File: config.mk
export PLATFORM = sky130hd
export DESIGN_NAME = exec_core_p
export DESIGN_NICKNAME = d
export VERILOG_FILES = /design/src/rtl/exec_pkg.sv /design/src/rtl/seq_muldiv.sv /design/src/rtl/exec_core_p.sv
export SDC_FILE = /design/constraint.sdc
export NUM_CORES = 1
export LEC_CHECK = 0
export BUFFER_PORTS_ARGS = -buffer_cell sky130_fd_sc_hd__buf_4
export CAP_MARGIN = 20
export CORE_UTILIZATION = 50
export DETAILED_ROUTE_END_ITERATION = 8
export PLACE_DENSITY = 0.78
export REMOVE_ABC_BUFFERS = 1
export SLEW_MARGIN = 5
export SYNTH_ARGS = -nofsm -noshare
export SYNTH_HDL_FRONTEND = slang
export SYNTH_HIERARCHICAL = 1
export SYNTH_SLANG_ARGS = --single-unit
File: constraint.sdc
create_clock -name clk -period 5.87 [get_ports clk]
set_input_delay 0.587 -clock clk [delete_from_list [all_inputs] [get_ports clk]]
set_output_delay 0.587 -clock clk [all_outputs]
set_load 0.005 [all_outputs]
File: src/rtl/exec_pkg.sv
// -----------------------------------------------------------------------------
// exec_pkg
// Shared definitions for the execution core:
//   - 4-bit operation codes (F_AND .. F_SRL)
//   - FSM state constants (ST_IDLE, ST_ITER)
//   - iterative unit mode enum (MD_MUL, MD_DIV, MD_MOD)
//   - is_muldiv(): true for the operations that run on the iterative unit
// -----------------------------------------------------------------------------
package exec_pkg;

   localparam logic [3:0] F_AND  = 4'd0;
   localparam logic [3:0] F_OR   = 4'd1;
   localparam logic [3:0] F_XOR  = 4'd2;
   localparam logic [3:0] F_NOT  = 4'd3;
   localparam logic [3:0] F_ADD  = 4'd4;
   localparam logic [3:0] F_SUB  = 4'd5;
   localparam logic [3:0] F_PASS = 4'd6;
   localparam logic [3:0] F_MOVB = 4'd7;
   localparam logic [3:0] F_MUL  = 4'd8;
   localparam logic [3:0] F_DIV  = 4'd9;
   localparam logic [3:0] F_MOD  = 4'd10;
   localparam logic [3:0] F_EQ   = 4'd11;
   localparam logic [3:0] F_LTU  = 4'd12;
   localparam logic [3:0] F_GEU  = 4'd13;
   localparam logic [3:0] F_SLL  = 4'd14;
   localparam logic [3:0] F_SRL  = 4'd15;

   localparam logic [0:0] ST_IDLE = 1'b0;
   localparam logic [0:0] ST_ITER = 1'b1;

   typedef enum logic [1:0] {
      MD_MUL = 2'd0,
      MD_DIV = 2'd1,
      MD_MOD = 2'd2
   } md_mode_e;

   function automatic logic is_muldiv(input logic [3:0] f);
      return (f == F_MUL) || (f == F_DIV) || (f == F_MOD);
   endfunction

endpackage

File: src/rtl/seq_muldiv.sv
// -----------------------------------------------------------------------------
// seq_muldiv
// Iterative unsigned multiply (shift-add) / divide (restoring), one bit per
// cycle. A start pulse latches the operands; exactly DATA_W steps follow.
// done is high during the last step and result then carries the value that
// step produces, so the caller can register it on the same edge.
// Ports:
//   clk, rst_n        clock, async active-low reset
//   start             latch a/b/mode and begin iterating
//   mode              MD_MUL / MD_DIV / MD_MOD
//   a, b              operands (a*b, a/b, a%b)
//   busy              iteration in progress
//   done              final step in progress (result valid)
//   result            2*DATA_W result (DIV/MOD zero-extended)
// -----------------------------------------------------------------------------
module seq_muldiv
   import exec_pkg::*;
#(
   parameter int DATA_W = 8
) (
   input  logic                clk,
   input  logic                rst_n,
   input  logic                start,
   input  logic [1:0]          mode,
   input  logic [DATA_W-1:0]   a,
   input  logic [DATA_W-1:0]   b,
   output logic                busy,
   output logic                done,
   output logic [2*DATA_W-1:0] result
);

   localparam int CNT_W = $clog2(DATA_W);

   logic                busy_r;
   logic [CNT_W-1:0]    cnt_r;
   logic [1:0]          mode_r;
   logic [DATA_W-1:0]   opd_r;     // multiplicand (MUL) or divisor (DIV/MOD)
   logic [DATA_W-1:0]   hi_r;      // product high half or partial remainder
   logic [DATA_W-1:0]   lo_r;      // multiplier bits or dividend/quotient bits
   logic [DATA_W:0]     sum_s;
   logic [DATA_W:0]     shift_s;
   logic [DATA_W+1:0]   diff_s;
   logic [DATA_W-1:0]   nxt_hi_s;
   logic [DATA_W-1:0]   nxt_lo_s;

   assign busy = busy_r;
   assign done = busy_r && (cnt_r == CNT_W'(DATA_W-1));

   // One iteration step: shift-add for MUL, trial subtract for DIV/MOD.
   always_comb begin
      sum_s    = '0;
      shift_s  = '0;
      diff_s   = '0;
      nxt_hi_s = hi_r;
      nxt_lo_s = lo_r;
      if (mode_r == MD_MUL) begin
         sum_s = {1'b0, hi_r} + (lo_r[0] ? {1'b0, opd_r} : {(DATA_W+1){1'b0}});
         {nxt_hi_s, nxt_lo_s} = {sum_s, lo_r[DATA_W-1:1]};
      end else begin
         // Divisor of zero never borrows: quotient fills with ones and the
         // remainder ends up holding the whole dividend.
         shift_s = {hi_r, lo_r[DATA_W-1]};
         diff_s  = {1'b0, shift_s} - {2'b00, opd_r};
         if (diff_s[DATA_W+1]) begin
            nxt_hi_s = shift_s[DATA_W-1:0];
            nxt_lo_s = {lo_r[DATA_W-2:0], 1'b0};
         end else begin
            nxt_hi_s = diff_s[DATA_W-1:0];
            nxt_lo_s = {lo_r[DATA_W-2:0], 1'b1};
         end
      end
   end

   // Select the result view for the active mode.
   always_comb begin
      if (mode_r == MD_MUL) begin
         result = {nxt_hi_s, nxt_lo_s};
      end else if (mode_r == MD_DIV) begin
         result = {{DATA_W{1'b0}}, nxt_lo_s};
      end else begin
         result = {{DATA_W{1'b0}}, nxt_hi_s};
      end
   end

   // Operand capture, step counter and shift registers.
   always_ff @(posedge clk or negedge rst_n) begin
      if (!rst_n) begin
         busy_r <= 1'b0;
         cnt_r  <= '0;
         mode_r <= MD_MUL;
         opd_r  <= '0;
         hi_r   <= '0;
         lo_r   <= '0;
      end else if (start) begin
         busy_r <= 1'b1;
         cnt_r  <= '0;
         mode_r <= mode;
         hi_r   <= '0;
         if (mode == MD_MUL) begin
            opd_r <= a;
            lo_r  <= b;
         end else begin
            opd_r <= b;
            lo_r  <= a;
         end
      end else if (busy_r) begin
         hi_r <= nxt_hi_s;
         lo_r <= nxt_lo_s;
         if (done) begin
            busy_r <= 1'b0;
         end else begin
            cnt_r <= cnt_r + CNT_W'(1);
         end
      end
   end

endmodule

File: src/rtl/exec_core_p.sv
// -----------------------------------------------------------------------------
// exec_core_p
// Parametrised execution core: register file, single-cycle ALU, iterative
// MUL/DIV/MOD unit, registered result and flags, valid/ready instruction
// handshake.
// Ports:
//   clk, rst_n               clock, async active-low reset
//   instr_valid/instr_ready  instruction handshake (ready only in IDLE)
//   func, rd, rs1, rs2       operation and register addresses
//   imm_sel, imm             operand2 = imm when imm_sel, else reg[rs2]
//   wr_en                    write result back to rd
//   res_valid, res_data      one-cycle result pulse, 2*DATA_W result
//   flag_zero, flag_carry    registered flags of the last result
//   dbg_addr, dbg_data       combinational register read port
// -----------------------------------------------------------------------------
module exec_core_p
   import exec_pkg::*;
#(
   parameter  int DATA_W = 8,
   parameter  int NREG   = 8,
   localparam int REG_AW = $clog2(NREG)
) (
   input  logic                clk,
   input  logic                rst_n,
   input  logic                instr_valid,
   output logic                instr_ready,
   input  logic [3:0]          func,
   input  logic [REG_AW-1:0]   rd,
   input  logic [REG_AW-1:0]   rs1,
   input  logic [REG_AW-1:0]   rs2,
   input  logic                imm_sel,
   input  logic [DATA_W-1:0]   imm,
   input  logic                wr_en,
   output logic                res_valid,
   output logic [2*DATA_W-1:0] res_data,
   output logic                flag_zero,
   output logic                flag_carry,
   input  logic [REG_AW-1:0]   dbg_addr,
   output logic [DATA_W-1:0]   dbg_data
);

   localparam logic [DATA_W-1:0] SH_LIM = DATA_W'(DATA_W);

   logic [DATA_W-1:0]   reg_r [NREG];
   logic [0:0]          state_r;
   logic                res_valid_r;
   logic [2*DATA_W-1:0] res_data_r;
   logic                flag_zero_r;
   logic                flag_carry_r;
   logic [REG_AW-1:0]   rd_hold_r;
   logic                wr_hold_r;
   logic                mul_hold_r;

   logic                accept_s;
   logic [DATA_W-1:0]   op1_s;
   logic [DATA_W-1:0]   op2_s;
   logic [DATA_W:0]     add_s;
   logic [DATA_W:0]     sub_s;
   logic [DATA_W-1:0]   alu_s;
   logic                carry_s;
   logic [1:0]          md_mode_s;
   logic                md_busy_s;
   logic                md_done_s;
   logic [2*DATA_W-1:0] md_result_s;

   assign instr_ready = (state_r == ST_IDLE);
   assign accept_s    = instr_valid && (state_r == ST_IDLE);
   assign op1_s       = reg_r[rs1];
   assign op2_s       = imm_sel ? imm : reg_r[rs2];
   assign res_valid   = res_valid_r;
   assign res_data    = res_data_r;
   assign flag_zero   = flag_zero_r;
   assign flag_carry  = flag_carry_r;
   assign dbg_data    = reg_r[dbg_addr];

   // Single-cycle ALU; carry/borrow only for ADD/SUB.
   always_comb begin
      add_s   = {1'b0, op1_s} + {1'b0, op2_s};
      sub_s   = {1'b0, op1_s} - {1'b0, op2_s};
      alu_s   = '0;
      carry_s = 1'b0;
      case (func)
         F_AND:  alu_s = op1_s & op2_s;
         F_OR:   alu_s = op1_s | op2_s;
         F_XOR:  alu_s = op1_s ^ op2_s;
         F_NOT:  alu_s = ~op1_s;
         F_ADD:  begin alu_s = add_s[DATA_W-1:0]; carry_s = add_s[DATA_W]; end
         F_SUB:  begin alu_s = sub_s[DATA_W-1:0]; carry_s = sub_s[DATA_W]; end
         F_PASS: alu_s = op1_s;
         F_MOVB: alu_s = op2_s;
         F_EQ:   alu_s = {{(DATA_W-1){1'b0}}, (op1_s == op2_s)};
         F_LTU:  alu_s = {{(DATA_W-1){1'b0}}, (op1_s <  op2_s)};
         F_GEU:  alu_s = {{(DATA_W-1){1'b0}}, (op1_s >= op2_s)};
         F_SLL:  alu_s = (op2_s < SH_LIM) ? (op1_s << op2_s) : {DATA_W{1'b0}};
         F_SRL:  alu_s = (op2_s < SH_LIM) ? (op1_s >> op2_s) : {DATA_W{1'b0}};
         default: alu_s = '0;
      endcase
   end

   // Map the operation code onto the iterative unit's mode.
   always_comb begin
      case (func)
         F_MUL:   md_mode_s = MD_MUL;
         F_DIV:   md_mode_s = MD_DIV;
         default: md_mode_s = MD_MOD;
      endcase
   end

   seq_muldiv #(.DATA_W(DATA_W)) u_muldiv (
      .clk    (clk),
      .rst_n  (rst_n),
      .start  (accept_s && is_muldiv(func)),
      .mode   (md_mode_s),
      .a      (op1_s),
      .b      (op2_s),
      .busy   (md_busy_s),
      .done   (md_done_s),
      .result (md_result_s)
   );

   // FSM, result/flag registers and register-file writeback.
   always_ff @(posedge clk or negedge rst_n) begin
      if (!rst_n) begin
         state_r      <= ST_IDLE;
         res_valid_r  <= 1'b0;
         res_data_r   <= '0;
         flag_zero_r  <= 1'b1;
         flag_carry_r <= 1'b0;
         rd_hold_r    <= '0;
         wr_hold_r    <= 1'b0;
         mul_hold_r   <= 1'b0;
         for (int i = 0; i < NREG; i++) begin
            reg_r[i] <= DATA_W'(i);
         end
      end else begin
         res_valid_r <= 1'b0;
         case (state_r)
            ST_IDLE: begin
               if (accept_s) begin
                  if (is_muldiv(func)) begin
                     state_r    <= ST_ITER;
                     rd_hold_r  <= rd;
                     wr_hold_r  <= wr_en;
                     mul_hold_r <= (func == F_MUL);
                  end else begin
                     res_valid_r  <= 1'b1;
                     res_data_r   <= {{DATA_W{1'b0}}, alu_s};
                     flag_zero_r  <= (alu_s == '0);
                     flag_carry_r <= carry_s;
                     if (wr_en) begin
                        reg_r[rd] <= alu_s;
                     end
                  end
               end
            end
            ST_ITER: begin
               if (md_done_s) begin
                  state_r      <= ST_IDLE;
                  res_valid_r  <= 1'b1;
                  res_data_r   <= md_result_s;
                  flag_zero_r  <= (md_result_s == '0);
                  flag_carry_r <= 1'b0;
                  if (wr_hold_r) begin
                     reg_r[rd_hold_r] <= md_result_s[DATA_W-1:0];
                     // High half lands in rd+1, wrapping past the last register.
                     if (mul_hold_r) begin
                        reg_r[rd_hold_r + REG_AW'(1)] <= md_result_s[2*DATA_W-1:DATA_W];
                     end
                  end
               end else if (!md_busy_s) begin
                  // Unit idle while we think it runs: recover without a result.
                  state_r <= ST_IDLE;
               end
            end
            default: state_r <= ST_IDLE;
         endcase
      end
   end

endmodule

==> results.yml <==
run_status:
  status: "finished, final reports clean"
pwr:
  p_per_area_nw_per_um2: 500
  p_leak_nw: 5.65
  ir_worst_vdd_v: 0.000301
  p_total_mw: 6.41
synth:
  async_reset_ff_share_pct: 100
  synth_edf_count: 0
  synth_compound_area_share_pct: 23.0
  synth_area_leaders: "dfrtp_1 23%, mux2i_1 12%, mux4_2 6.4%, o21ai_0 6.2%, nand2_1 6.0%"
  synth_cell_types: 78
  yosysTopAreaCell: "dfrtp_1"
  synthMuxAreaShare_pct: 21.6
  ys_ff_latch: 119
  seq_area_frac_synth_pct: 25.8
  synth_adder_area_share_pct: 5.16
  yosys_warnings: 6
  synth_top_family_by_area: "compound AO/OA/AOI/OAI gates"
  syn_area_um2: 11600
  synth_area_per_cell_um2: 8.26
  synth_top_area_share_pct: 22.9
  synth_xor_area_share_pct: 1.06
  postSynthCellCount: 1403
  synth_ff_type: "dfrtp_1"
  synth-simple-area-share_pct: 17.3
timing:
  fin_crit_ns: 4.39
  tightest_slew_ns: 1.14
  max_freq_ghz: 0.228
  setup_violations: 0
  maxSlewHeadroom_pct: 23.7
  hold_viol_final: 0
  rsz0062_at_grt: "no"
  final_max_slew_viol_count: 0
  tns_ns: 0
  final.setup.worst_slack_ns: 1.48
  period_share_pct: 74.9
  fin_skew_ns: 0.00833
finish:
  drive_above_1_share_pct: 15.2
  final_cell_mix: "184 x nand2_1, 142 x o21ai_0, 135 x mux2i_1, 117 x nor2_1, 105 x dfrtp_1"
  nets: 1481
  postLayoutCellArea_um2: 12800
  multi_input_area_um2: 7910
  syn_to_final_growth_pct: 10.5
  diodes: 0
  seqCellArea_um2: 3000
  stdcell_count: 1704
  n_fill_cell: 2044
  final_common_cell: "nand2_1"
setup_path:
  max_stage_delay_ns: 0.56
  arrival_ns: 4.74
  crit_path_start: "rs2[0]"
  critPathMaxFanout: 28
  reg2reg_setup_slack_ns: 1.52
  cp-endpoint: "reg_r[36]"
  worstPathCellList: "buf_4 > mux2_2 > o22ai_1 > o31a_1 > inv_6 > ha_1 > inv_1 > o21ai_0 > ha_1 > nor2_1 > o21bai_1 > a21oi_1 > a21oi_1 > xnor2_1 > o22ai_1 > a211o_1 > a22oi_1 > o21ai_0"
  cp_slowest_cell: "a211o_1"
  path_class: "input pin to flop"
  endpoint_kind: "flop"
  crit_buf_inv: 3
  reg2reg_to: "flag_zero"
  crit_family: "compound AO/OA/AOI/OAI gates"
  required_ns: 6.21
  r2r.worst_path.cells: 14
  r2r-start: "reg_r[8]"
  cp.depth: 18
  cp-start-kind: "input pin"
grt:
  busiest_layer: "met2"
  grt.met3_usage_pct: 6.14
  grtUsageMet1_pct: 44.5
  grt_max_degree: 74
  grt_pass1_vias: 10900
  grt_antenna_before_repair: 0
  met2_usage_pct: 51.8
  grt_overflow: 0
  track_usage_pct: 33.0
  grt_pass1_wl_um: 61000
detailed_routing:
  postRouteAntennaNets: 0
  route.detailed.drc: 0
  drt_first_pass_iters: 6
  wl_um: 39000
  wl_per_cell_um: 22.9
  drt_iter0_markers: 1218
  vias_per_cell: 6.72
  via_count: 11400
place:
  pre_cts_ws_ns: 1.14
  dp.cells: 1669
  place_area_um2: 12200
  hpwlAfterDp_um: 28100
  place_congestion: 0.991
  io_buffer_count: 56
cts:
  postCtsHoldBufs: 0
  cts_tree: "yes"
  clkTransAtPathRegs_ns: 0.05
  htreeDepth: 4
  cts_setup_buffers: 0
  cts_sinks: 119
  cts_buffer_depth: 2
  numCtsBuffers: 17
  cts_root_buf: "clkbuf_16"
  ctsResizeCount: 0
  insertion_delay_ns: 0.43
die:
  io_pins: 57
  die_area_um2: 23800
  start_util_pct: 51.1
  die_y_um: 154
  die_w_um: 154
  core_area_um2: 22700
  rows: 55
min_path:
  hold_class: "input pin to asynchronous set/reset pin"
job:
  drv_cap: 0
## cell families after synthesis
family | count (synthesis)
mux | 199
xor+xnor | 14
simple gates | 442
fa+ha+maj | 46
flops | 119
buf+inv | 163
compound gates | 420
## sequential cells by signal (all words and copies together) (netlist names)
| register | cells |
|---|---|
| res_valid | 1 |
| wr_hold_r | 1 |
| u_muldiv/opd_r | 8 |
| u_muldiv/busy | 1 |
| flag_zero | 1 |
| rd_hold_r | 3 |
| flag_carry | 1 |
| u_muldiv/mode_r | 2 |
| mul_hold_r | 1 |
| res_data | 16 |
| state_r | 1 |
| u_muldiv/cnt_r | 3 |
| u_muldiv/hi_r | 8 |
| u_muldiv/lo_r | 8 |
| reg_r | 64 |
## per-layer routing
layer	vias up	share of wire, %	routed length [µm]
met3	111	11	4250
li1	5159	-	-
met5	-	0	0
met2	684	45	17600
met4	0	4.3	1690
met1	5493	40	15500
## final cells by class
cell class	instances	share of cell area (%)
clock buffer	24	3.84
tap	285	2.78
timing repair buffer	96	5.82
sequential	119	23.4
clock inverter	8	0.937
inverter	51	1.53
multi-input combinational	1121	61.7
## worst reg2reg max path: stages, from the launching register on
cell and delay (ns):
dfrtp_1 0.50, mux4_2 0.50, nor2b_1 0.15, nor2_1 0.28, inv_1 0.23, ha_1 0.28, inv_1 0.07, fa_1 0.39
mux4_2 0.46, or2_2 0.28, a31oi_1 0.17, a211o_1 0.49, or3_1 0.21, nor4_2 0.04, a31o_1 0.23
## per-stage QoR
step | util, % | hold WS [ns]
5_1_grt | 56.4 | 0.398
3_3_place_gp | 53.5 | 0.473
6_report | 56.4 | 0.341
4_1_cts | 56.2 | 0.373
2_1_floorplan | - | 0.291
3_5_place_dp | 53.5 | 0.475
## cell usage after synthesis, types with 5 or more instances
cell,instances
xnor2_1,9
and2_1,13
nor2_1,117
mux2i_1,135
o211ai_1,16
inv_1,48
clkbuf_1,79
o31ai_1,9
a221o_1,9
a211oi_1,24
nand2_1,184
a21oi_1,81
ha_1,43
a22o_1,6
o21a_1,7
o31a_1,6
o21ai_0,143
nor2b_1,16
a21o_1,9
nor3_1,24
nand2b_1,12
and3_1,8
dfrtp_1,106
dfstp_2,13
a22oi_1,52
mux2_2,26
a31oi_1,6
nor3b_1,8
mux4_2,33
o22ai_1,13
nor4_1,5
nand3b_1,11
buf_1,19
nand3_1,24
buf_2,6
xor2_1,5
## worst min path at each step
| stage | slack, ns | depth (start not counted) | endpoint |
|---|---|---|---|
| CTS | 0.37 | 1 | reg_r[21] |
| global placement | 0.47 | 2 | wr_hold_r |
| global route | 0.40 | 3 | wr_hold_r |
| detailed placement | 0.47 | 2 | res_data[4] |
| finish | 0.34 | 1 | reg_r[61] |
| floorplan | 0.29 | 0 | flag_carry |
## where the power goes
part,switching (mW),internal (mW)
combinational,2.15,1.52
clock,0.378,0.710
sequential,0.506,1.14
Note: power is estimated with default switching activity, not from simulation.
